$ cat src/rtl/jogo_pkg.sv
// jogo_pkg: constants shared by the memory game.
// Holds the state codes shown on db_estado, the LFSR tap mask for
// x^8+x^6+x^5+x^4+1 and the seed used when semente is zero. It also has
// two small helpers: one advances the LFSR, the other applies the seed rule.
package jogo_pkg;

    localparam logic [4:0] EST_INICIAL     = 5'd0;
    localparam logic [4:0] EST_PREPARA     = 5'd1;
    localparam logic [4:0] EST_GERA        = 5'd2;
    localparam logic [4:0] EST_MOSTRA      = 5'd3;
    localparam logic [4:0] EST_APAGA       = 5'd4;
    localparam logic [4:0] EST_ESPERA      = 5'd5;
    localparam logic [4:0] EST_REGISTRA    = 5'd6;
    localparam logic [4:0] EST_COMPARA     = 5'd7;
    localparam logic [4:0] EST_PROXIMA     = 5'd8;
    localparam logic [4:0] EST_FIM_ACERTO  = 5'd9;
    localparam logic [4:0] EST_FIM_ERRO    = 5'd10;
    localparam logic [4:0] EST_FIM_TIMEOUT = 5'd11;

    // Fibonacci form, shifting left: the feedback is the XOR of bits 7,5,4,3.
    // These bits correspond to the x^8, x^6, x^5 and x^4 terms.
    localparam logic [7:0] LFSR_TAPS           = 8'hB8;
    localparam logic [7:0] LFSR_SEMENTE_PADRAO = 8'h01;

    function automatic logic [7:0] lfsr_next(input logic [7:0] v);
        return {v[6:0], ^(v & LFSR_TAPS)};
    endfunction

    // An all-zero LFSR would stay stuck at zero, so a zero seed is replaced.
    function automatic logic [7:0] lfsr_carga(input logic [7:0] s);
        return (s == 8'h00) ? LFSR_SEMENTE_PADRAO : s;
    endfunction

endpackage

$ cat src/rtl/contador_param.sv
// contador_param: counter with a modulus, a synchronous clear and an enable.
// Ports: clock, reset (async, active-high), clr (sync clear, takes priority
//        over en), en (count enable), q (count value), fim (high while q == M-1).
// When the count is enabled at M-1, it wraps to zero.
module contador_param #(
    parameter int W = 4,
    parameter int M = 16
) (
    input  logic         clock,
    input  logic         reset,
    input  logic         clr,
    input  logic         en,
    output logic [W-1:0] q,
    output logic         fim
);

    localparam logic [W-1:0] Q_MAX = W'(M - 1);

    assign fim = (q == Q_MAX);

    always_ff @(posedge clock or posedge reset) begin
        if (reset) begin
            q <= '0;
        end else if (clr) begin
            q <= '0;
        end else if (en) begin
            q <= fim ? '0 : q + W'(1);
        end
    end

endmodule

$ cat src/rtl/jogo_memoria_param.sv
// jogo_memoria_param: a "Genius"-style memory game.
// Each round adds one pseudo-random item to the sequence. The whole sequence
// is shown on the LEDs, then the player repeats it on the buttons.
// Ports: clock, reset (async, active-high); jogar (start request);
//        botoes (buttons, already synchronised); nivel (0 = PROF/2 rounds,
//        1 = PROF rounds); semente (LFSR seed); leds (shows the item during
//        display and echoes the buttons while waiting for a move);
//        ganhou/perdeu/timeout/pronto (result flags); db_estado, db_limite,
//        db_contagem (state code, current round limit, current position).
module jogo_memoria_param
    import jogo_pkg::*;
#(
    parameter int N_BOTOES = 4,
    parameter int PROF     = 16,
    parameter int T_MOSTRA = 1000,
    parameter int T_LIMITE = 5000
) (
    input  logic                    clock,
    input  logic                    reset,
    input  logic                    jogar,
    input  logic [N_BOTOES-1:0]     botoes,
    input  logic                    nivel,
    input  logic [7:0]              semente,
    output logic [N_BOTOES-1:0]     leds,
    output logic                    ganhou,
    output logic                    perdeu,
    output logic                    timeout,
    output logic                    pronto,
    output logic [4:0]              db_estado,
    output logic [$clog2(PROF)-1:0] db_limite,
    output logic [$clog2(PROF)-1:0] db_contagem
);

    localparam int IW = $clog2(N_BOTOES);
    localparam int PW = $clog2(PROF);
    // A single timer serves all phases. T_MOSTRA must not exceed T_LIMITE,
    // otherwise the timer wraps before the display phase ends.
    localparam int TW = $clog2(T_LIMITE);

    localparam logic [TW-1:0]       T_MOSTRA_FIM = TW'(T_MOSTRA - 1);
    localparam logic [TW-1:0]       T_APAGA_FIM  = TW'(T_MOSTRA / 2 - 1);
    localparam logic [PW-1:0]       FIM_CURTO    = PW'(PROF / 2 - 1);
    localparam logic [N_BOTOES-1:0] UM           = N_BOTOES'(1);

    logic [4:0]          estado, estado_prox;
    logic [7:0]          lfsr;
    logic                nivel_r;
    logic                algum_ant;
    logic [N_BOTOES-1:0] jogada;
    logic                acerto;
    logic [IW-1:0]       mem [PROF];

    logic [TW-1:0] timer_q;
    logic [PW-1:0] contagem, limite;
    logic          timer_fim, cont_fim, lim_fim;
    logic          timer_clr, timer_en, cont_clr, cont_en, lim_clr, lim_en;

    logic                algum, borda, ultimo, fim_jogo, terminal, inicio;
    logic [IW-1:0]       item_novo, item_atual;
    logic [N_BOTOES-1:0] alvo;

    assign algum      = |botoes;
    // A move is the rising edge of "any button". If a button is still held
    // from earlier, it must be released before it can count again.
    assign borda      = algum & ~algum_ant;
    assign item_novo  = IW'(lfsr % 8'(N_BOTOES));
    assign item_atual = mem[contagem];
    assign alvo       = UM << item_atual;
    // contagem never passes limite, so contagem == PROF-1 is also the last position.
    assign ultimo     = cont_fim || (contagem == limite);
    assign fim_jogo   = nivel_r ? lim_fim : (limite == FIM_CURTO);
    assign terminal   = (estado == EST_FIM_ACERTO) || (estado == EST_FIM_ERRO) ||
                        (estado == EST_FIM_TIMEOUT);
    assign inicio     = jogar && ((estado == EST_INICIAL) || terminal);

    always_comb begin
        estado_prox = estado;
        case (estado)
            EST_INICIAL:  if (jogar) estado_prox = EST_PREPARA;
            EST_PREPARA:  estado_prox = EST_GERA;
            EST_GERA:     estado_prox = EST_MOSTRA;
            EST_MOSTRA:   if (timer_q == T_MOSTRA_FIM) estado_prox = EST_APAGA;
            EST_APAGA:    if (timer_q == T_APAGA_FIM)
                              estado_prox = ultimo ? EST_ESPERA : EST_MOSTRA;
            // If a move arrives in the same cycle as the timeout, the move is taken.
            EST_ESPERA:   if (borda)          estado_prox = EST_REGISTRA;
                          else if (timer_fim) estado_prox = EST_FIM_TIMEOUT;
            EST_REGISTRA: estado_prox = EST_COMPARA;
            EST_COMPARA:  if (!acerto)        estado_prox = EST_FIM_ERRO;
                          else if (!ultimo)   estado_prox = EST_ESPERA;
                          else if (fim_jogo)  estado_prox = EST_FIM_ACERTO;
                          else                estado_prox = EST_PROXIMA;
            EST_PROXIMA:  estado_prox = EST_GERA;
            EST_FIM_ACERTO, EST_FIM_ERRO, EST_FIM_TIMEOUT:
                          if (jogar) estado_prox = EST_PREPARA;
            default:      estado_prox = EST_INICIAL;
        endcase
    end

    // The timer restarts on every state change. It only runs in the timed phases.
    assign timer_clr = (estado_prox != estado);
    assign timer_en  = (estado == EST_MOSTRA) || (estado == EST_APAGA) ||
                       (estado == EST_ESPERA);
    assign cont_clr  = (estado == EST_PREPARA) || (estado == EST_GERA) ||
                       (estado == EST_PROXIMA) ||
                       ((estado == EST_APAGA) && (estado_prox == EST_ESPERA));
    assign cont_en   = ((estado == EST_APAGA) && (estado_prox == EST_MOSTRA)) ||
                       ((estado == EST_COMPARA) && (estado_prox == EST_ESPERA));
    assign lim_clr   = (estado == EST_PREPARA);
    assign lim_en    = (estado == EST_PROXIMA);

    contador_param #(.W(TW), .M(T_LIMITE)) u_timer (
        .clock(clock), .reset(reset), .clr(timer_clr), .en(timer_en),
        .q(timer_q), .fim(timer_fim)
    );

    contador_param #(.W(PW), .M(PROF)) u_contagem (
        .clock(clock), .reset(reset), .clr(cont_clr), .en(cont_en),
        .q(contagem), .fim(cont_fim)
    );

    contador_param #(.W(PW), .M(PROF)) u_limite (
        .clock(clock), .reset(reset), .clr(lim_clr), .en(lim_en),
        .q(limite), .fim(lim_fim)
    );

    always_ff @(posedge clock or posedge reset) begin
        if (reset) begin
            estado    <= EST_INICIAL;
            lfsr      <= LFSR_SEMENTE_PADRAO;
            nivel_r   <= 1'b0;
            algum_ant <= 1'b0;
            jogada    <= '0;
            acerto    <= 1'b0;
        end else begin
            estado    <= estado_prox;
            algum_ant <= algum;
            if (inicio) begin
                lfsr    <= lfsr_carga(semente);
                nivel_r <= nivel;
            end else if (estado == EST_GERA) begin
                lfsr <= lfsr_next(lfsr);
            end
            if ((estado == EST_ESPERA) && borda) jogada <= botoes;
            // A press of several buttons can never equal a one-hot target.
            if (estado == EST_REGISTRA) acerto <= (jogada == alvo);
        end
    end

    // The sequence memory has no reset. Its contents only matter after GERA writes them.
    always_ff @(posedge clock) begin
        if (estado == EST_GERA) mem[limite] <= item_novo;
    end

    always_comb begin
        leds = '0;
        case (estado)
            EST_MOSTRA:                             leds = alvo;
            EST_ESPERA, EST_REGISTRA, EST_COMPARA:  leds = botoes;
            default:                                leds = '0;
        endcase
    end

    assign ganhou      = (estado == EST_FIM_ACERTO);
    assign perdeu      = (estado == EST_FIM_ERRO);
    assign timeout     = (estado == EST_FIM_TIMEOUT);
    assign pronto      = terminal;
    assign db_estado   = estado;
    assign db_limite   = limite;
    assign db_contagem = contagem;

endmodule

$ cat config.mk
export PLATFORM = sky130hd
export DESIGN_NAME = jogo_memoria_param
export DESIGN_NICKNAME = d
export VERILOG_FILES = /design/src/rtl/jogo_pkg.sv /design/src/rtl/contador_param.sv /design/src/rtl/jogo_memoria_param.sv
export SDC_FILE = /design/constraint.sdc
export NUM_CORES = 1
export LEC_CHECK = 0
export ABC_AREA = 1
export BUFFER_PORTS_ARGS = -buffer_cell sky130_fd_sc_hd__buf_2
export CORE_MARGIN = 1
export CORE_UTILIZATION = 53
export CTS_CLUSTER_DIAMETER = 150
export DETAILED_ROUTE_END_ITERATION = 16
export PLACE_DENSITY = 0.7
export SYNTH_ARGS = -nofsm -noshare
export SYNTH_HDL_FRONTEND = slang
export SYNTH_SLANG_ARGS = --single-unit
$ cat constraint.sdc
create_clock -name clock -period 2.5 [get_ports clock]
set_clock_uncertainty 0.2 [all_clocks]
set_input_delay 0.625 -clock clock [delete_from_list [all_inputs] [get_ports clock]]
set_output_delay 0.625 -clock clock [all_outputs]
set_load 0.03 [all_outputs]
==> flow_summary.ini <==
[clock_network]
cts.clk_slew.worst_paths_ns = 0.08
cts.path.max_buffers = 2
clk_latency_ns = 0.36
clock-sinks = 73
hold_buffers = 0
cts-root-buf = clkbuf_8
h-tree-depth = 3
cts_tree = done
numCtsBuffers = 9

[worst_hold_path]
hold_path_class = primary input to asynchronous set/reset pin

[global_route]
grt_pass1_wl_um = 17390
grt_use_total_pct = 26.73
grt_pass1_vias = 3696
antenna_found_initial = 0
grt_max_degree = 42
overflow = 0

[cells_and_area]
final_layout_size_suffix_gt1_share_pct = 28.85
area_growth_pct = 25.42
diodes = 0
final_core_utilization_pct = 68.83
fill_cells = 650
multi_input_area_sq_mm = 0.002165
design_area_sq_mm = 0.005346
layoutNonFillerInstCount = 712
finalNetCount = 627
ff_latch_area_sq_mm = 0.001991

[floorplanning]
rows = 32
core_sq_mm = 0.007767
ios = 37
die_area_sq_mm = 0.008406
die_w_um = 91.69
die-height_um = 91.69
start_util_pct = 54.88

[worst_setup_path]
cp_max_fo = 8
crit_path_max_incr_delay_ns = 0.44
slowest_stage = dfrtp_2
cp.arrival_ns = 2.00
path_class = register to primary output
critPathCaptureType = primary output
cp_data_required_time_ns = 1.67
crit_path_cell_trace = inv_2, buf_6, buf_6, o21ai_2, o211ai_1, nand3_2, nand2_4, inv_4, nand2_4, o22ai_4, buf_6
crit_buf_inv = 5
critPathLaunchType = register
critPathTopFamily = buffers and inverters
cpMostUsedCell = buf_6

[pwr]
p_clk_share_pct = 30.5
power_density_mw_per_mm2 = 691.8
p_sw_share_pct = 33.27
combPwrFrac_pct = 26.6
p_total_mw = 3.699
vdd_drop_max_mv = 0.4591
seqPwrFrac_pct = 42.8
power_switching_mw = 1.231
leakage_nw = 2.315
internal_power_mw = 2.468

[drt]
wl_per_cell_um = 15.08
via_per_inst = 5.392
met3_length_um = 499
drc = 0
dr_wl_met2_um = 5182
wl_um = 10740
firstDrtPassIters = 5
wl_met1_um = 4811
maxUsedRoutingLayer = met4
first_iter_violations = 264
via_count = 3839
drtAntennaViolNets = 0

[sta]
setup_tns_ns = -2.170
setup_viol = 17
slew_viol_final = 0
final.min_clock_period_ns = 2.820
hold_viol_final = 0
fmax_mhz = 354.6
finalCritPeriodShare_pct = 112.8
final.setup.worst_slack_ns = -0.3201
rsz0062_at_grt = true
slew_headroom_pct = 63.43
tightest_slew_ns = 0.5486

[logic_synthesis]
synth_cell_type_count = 38
synth_most_common_cell = nand2_1
yosysWarnings = 0
netlist_top_cells_count = nand2_1, nor2_1, inv_1
synth_flop_cell = dfrtp_1
synth_area_leaders = dfrtp_1, edfxtp_1, nand2_1, nor2_1, inv_1
synth_top_area_share_pct = 23.48
yosys.area.top_type = dfrtp_1
synth_area_sq_mm = 0.004263
ys_ff_latch = 73
postSynthAreaPerCell_sq_um = 7.923
ys_seq_area_share_pct = 46.64
syn_inst = 538
synth_nets = 560
synth_edf_count = 32
synth-async-reset-ratio_pct = 56.16

[placed_design]
gp_congestion = 0.8794
place_inst = 677
postPlaceCellArea_sq_mm = 0.004674
io_buffer_count = 36
hpwl_um = 7205

[run]
drv_cap = 0

[outcome]
violations = negative setup slack
status = complete, but fails checks
[per-stage QoR]
stage,setup slack (ns),hold WS [ns]
after floorplan,0.02365,0.2530
after detailed placement,-0.04672,0.2825
final,-0.3201,0.1776
after global routing,-0.4377,0.2425
after global placement,0.04544,0.2714
after CTS,-0.2600,0.1956
[cells in the final DEF (no fill, tap or decap), drive strengths merged]
master,count
dfstp,1
nand4,7
o41ai,1
o221ai,2
nor3b,1
or2,1
clkinv,2
o311ai,1
o22ai,4
dfrtp,40
inv,76
buf,66
conb,1
xnor2,3
ha,6
o31ai,2
clkbuf,11
a21oi,8
nand2,126
o21ai,46
a32o,1
clkinvlp,1
nor2,106
nand3,36
o211ai,8
nor4,1
edfxtp,32
nor3,8
a22o,1
bufinv,3
xor2,8
[final timing paths]
check	from	end	slack (ns)	depth (start not counted)
setup / recovery	u_contagem.q[0]	leds[0]	-0.32	11
hold reg to reg	jogada[1]	jogada[1]	0.30	2
setup reg to reg	u_contagem.q[0]	u_timer.q[4]	-0.09	18
max in group asynchronous	reset	u_contagem.q[1]	1.51	3
hold / removal	reset	lfsr[5]	0.18	3
min in group clock	nivel	nivel_r	0.28	3
[power by group through the flow]
stage / sequential, mW / clock [mW] / combinational (mW)
floorplan: 1.59 / 0 / 0.577
global placement: 1.61 / 0 / 0.770
detailed placement: 1.61 / 0 / 0.787
CTS: 1.58 / 1.14 / 0.835
global route: 1.60 / 1.19 / 1.08
finish: 1.58 / 1.13 / 0.986
[cell type report]
cell class / count / area share, %
inverter: 76 / 5.476
multi-input combinational: 378 / 40.49
clock buffer: 10 / 2.387
timing repair buffer: 67 / 9.876
tap: 102 / 2.387
clock inverter: 6 / 2.153
sequential: 73 / 37.23
[routing by layer]
| metal | vias to the layer above | track usage (%) |
|---|---|---|
| met2 | 131 | 43.11 |
| li1 | 1878 | - |
| met5 | - | 0 |
| met3 | 25 | 4.395 |
| met1 | 1805 | 35.88 |
| met4 | 0 | 11.11 |
[logic make-up after synthesis]
family	share of synthesized area, %
AND/OR/NAND/NOR	30.79
adder cells (fa/ha/maj)	1.761
flip-flops	46.64
AO/OA/AOI/OAI	10.04
buffers and inverters	8.424
other	0.08797
XOR/XNOR	2.260
[flip-flops by register name, indices dropped and copies added, names as in the netlist]
name / count
acerto: 1
algum_ant: 1
db_estado: 5
jogada: 4
lfsr: 8
mem: 32
nivel_r: 1
u_contagem.q: 4
u_limite.q: 4
u_timer.q: 13
[worst min-delay path: cells and delay by family]
family / cells / cell delay, ns
buf+inv: 3 / 0.58
[repair_timing]
action | in CTS | in global routing
endpoints found under the setup margin | 4 | 19
hold endpoints to repair | 0 | 0
setup buffers | 13 | 4
resized for setup | 44 | 31
pin swaps | 13 | 21
gates cloned | 1 | 1
Note: power is estimated with default switching activity, not from simulation.
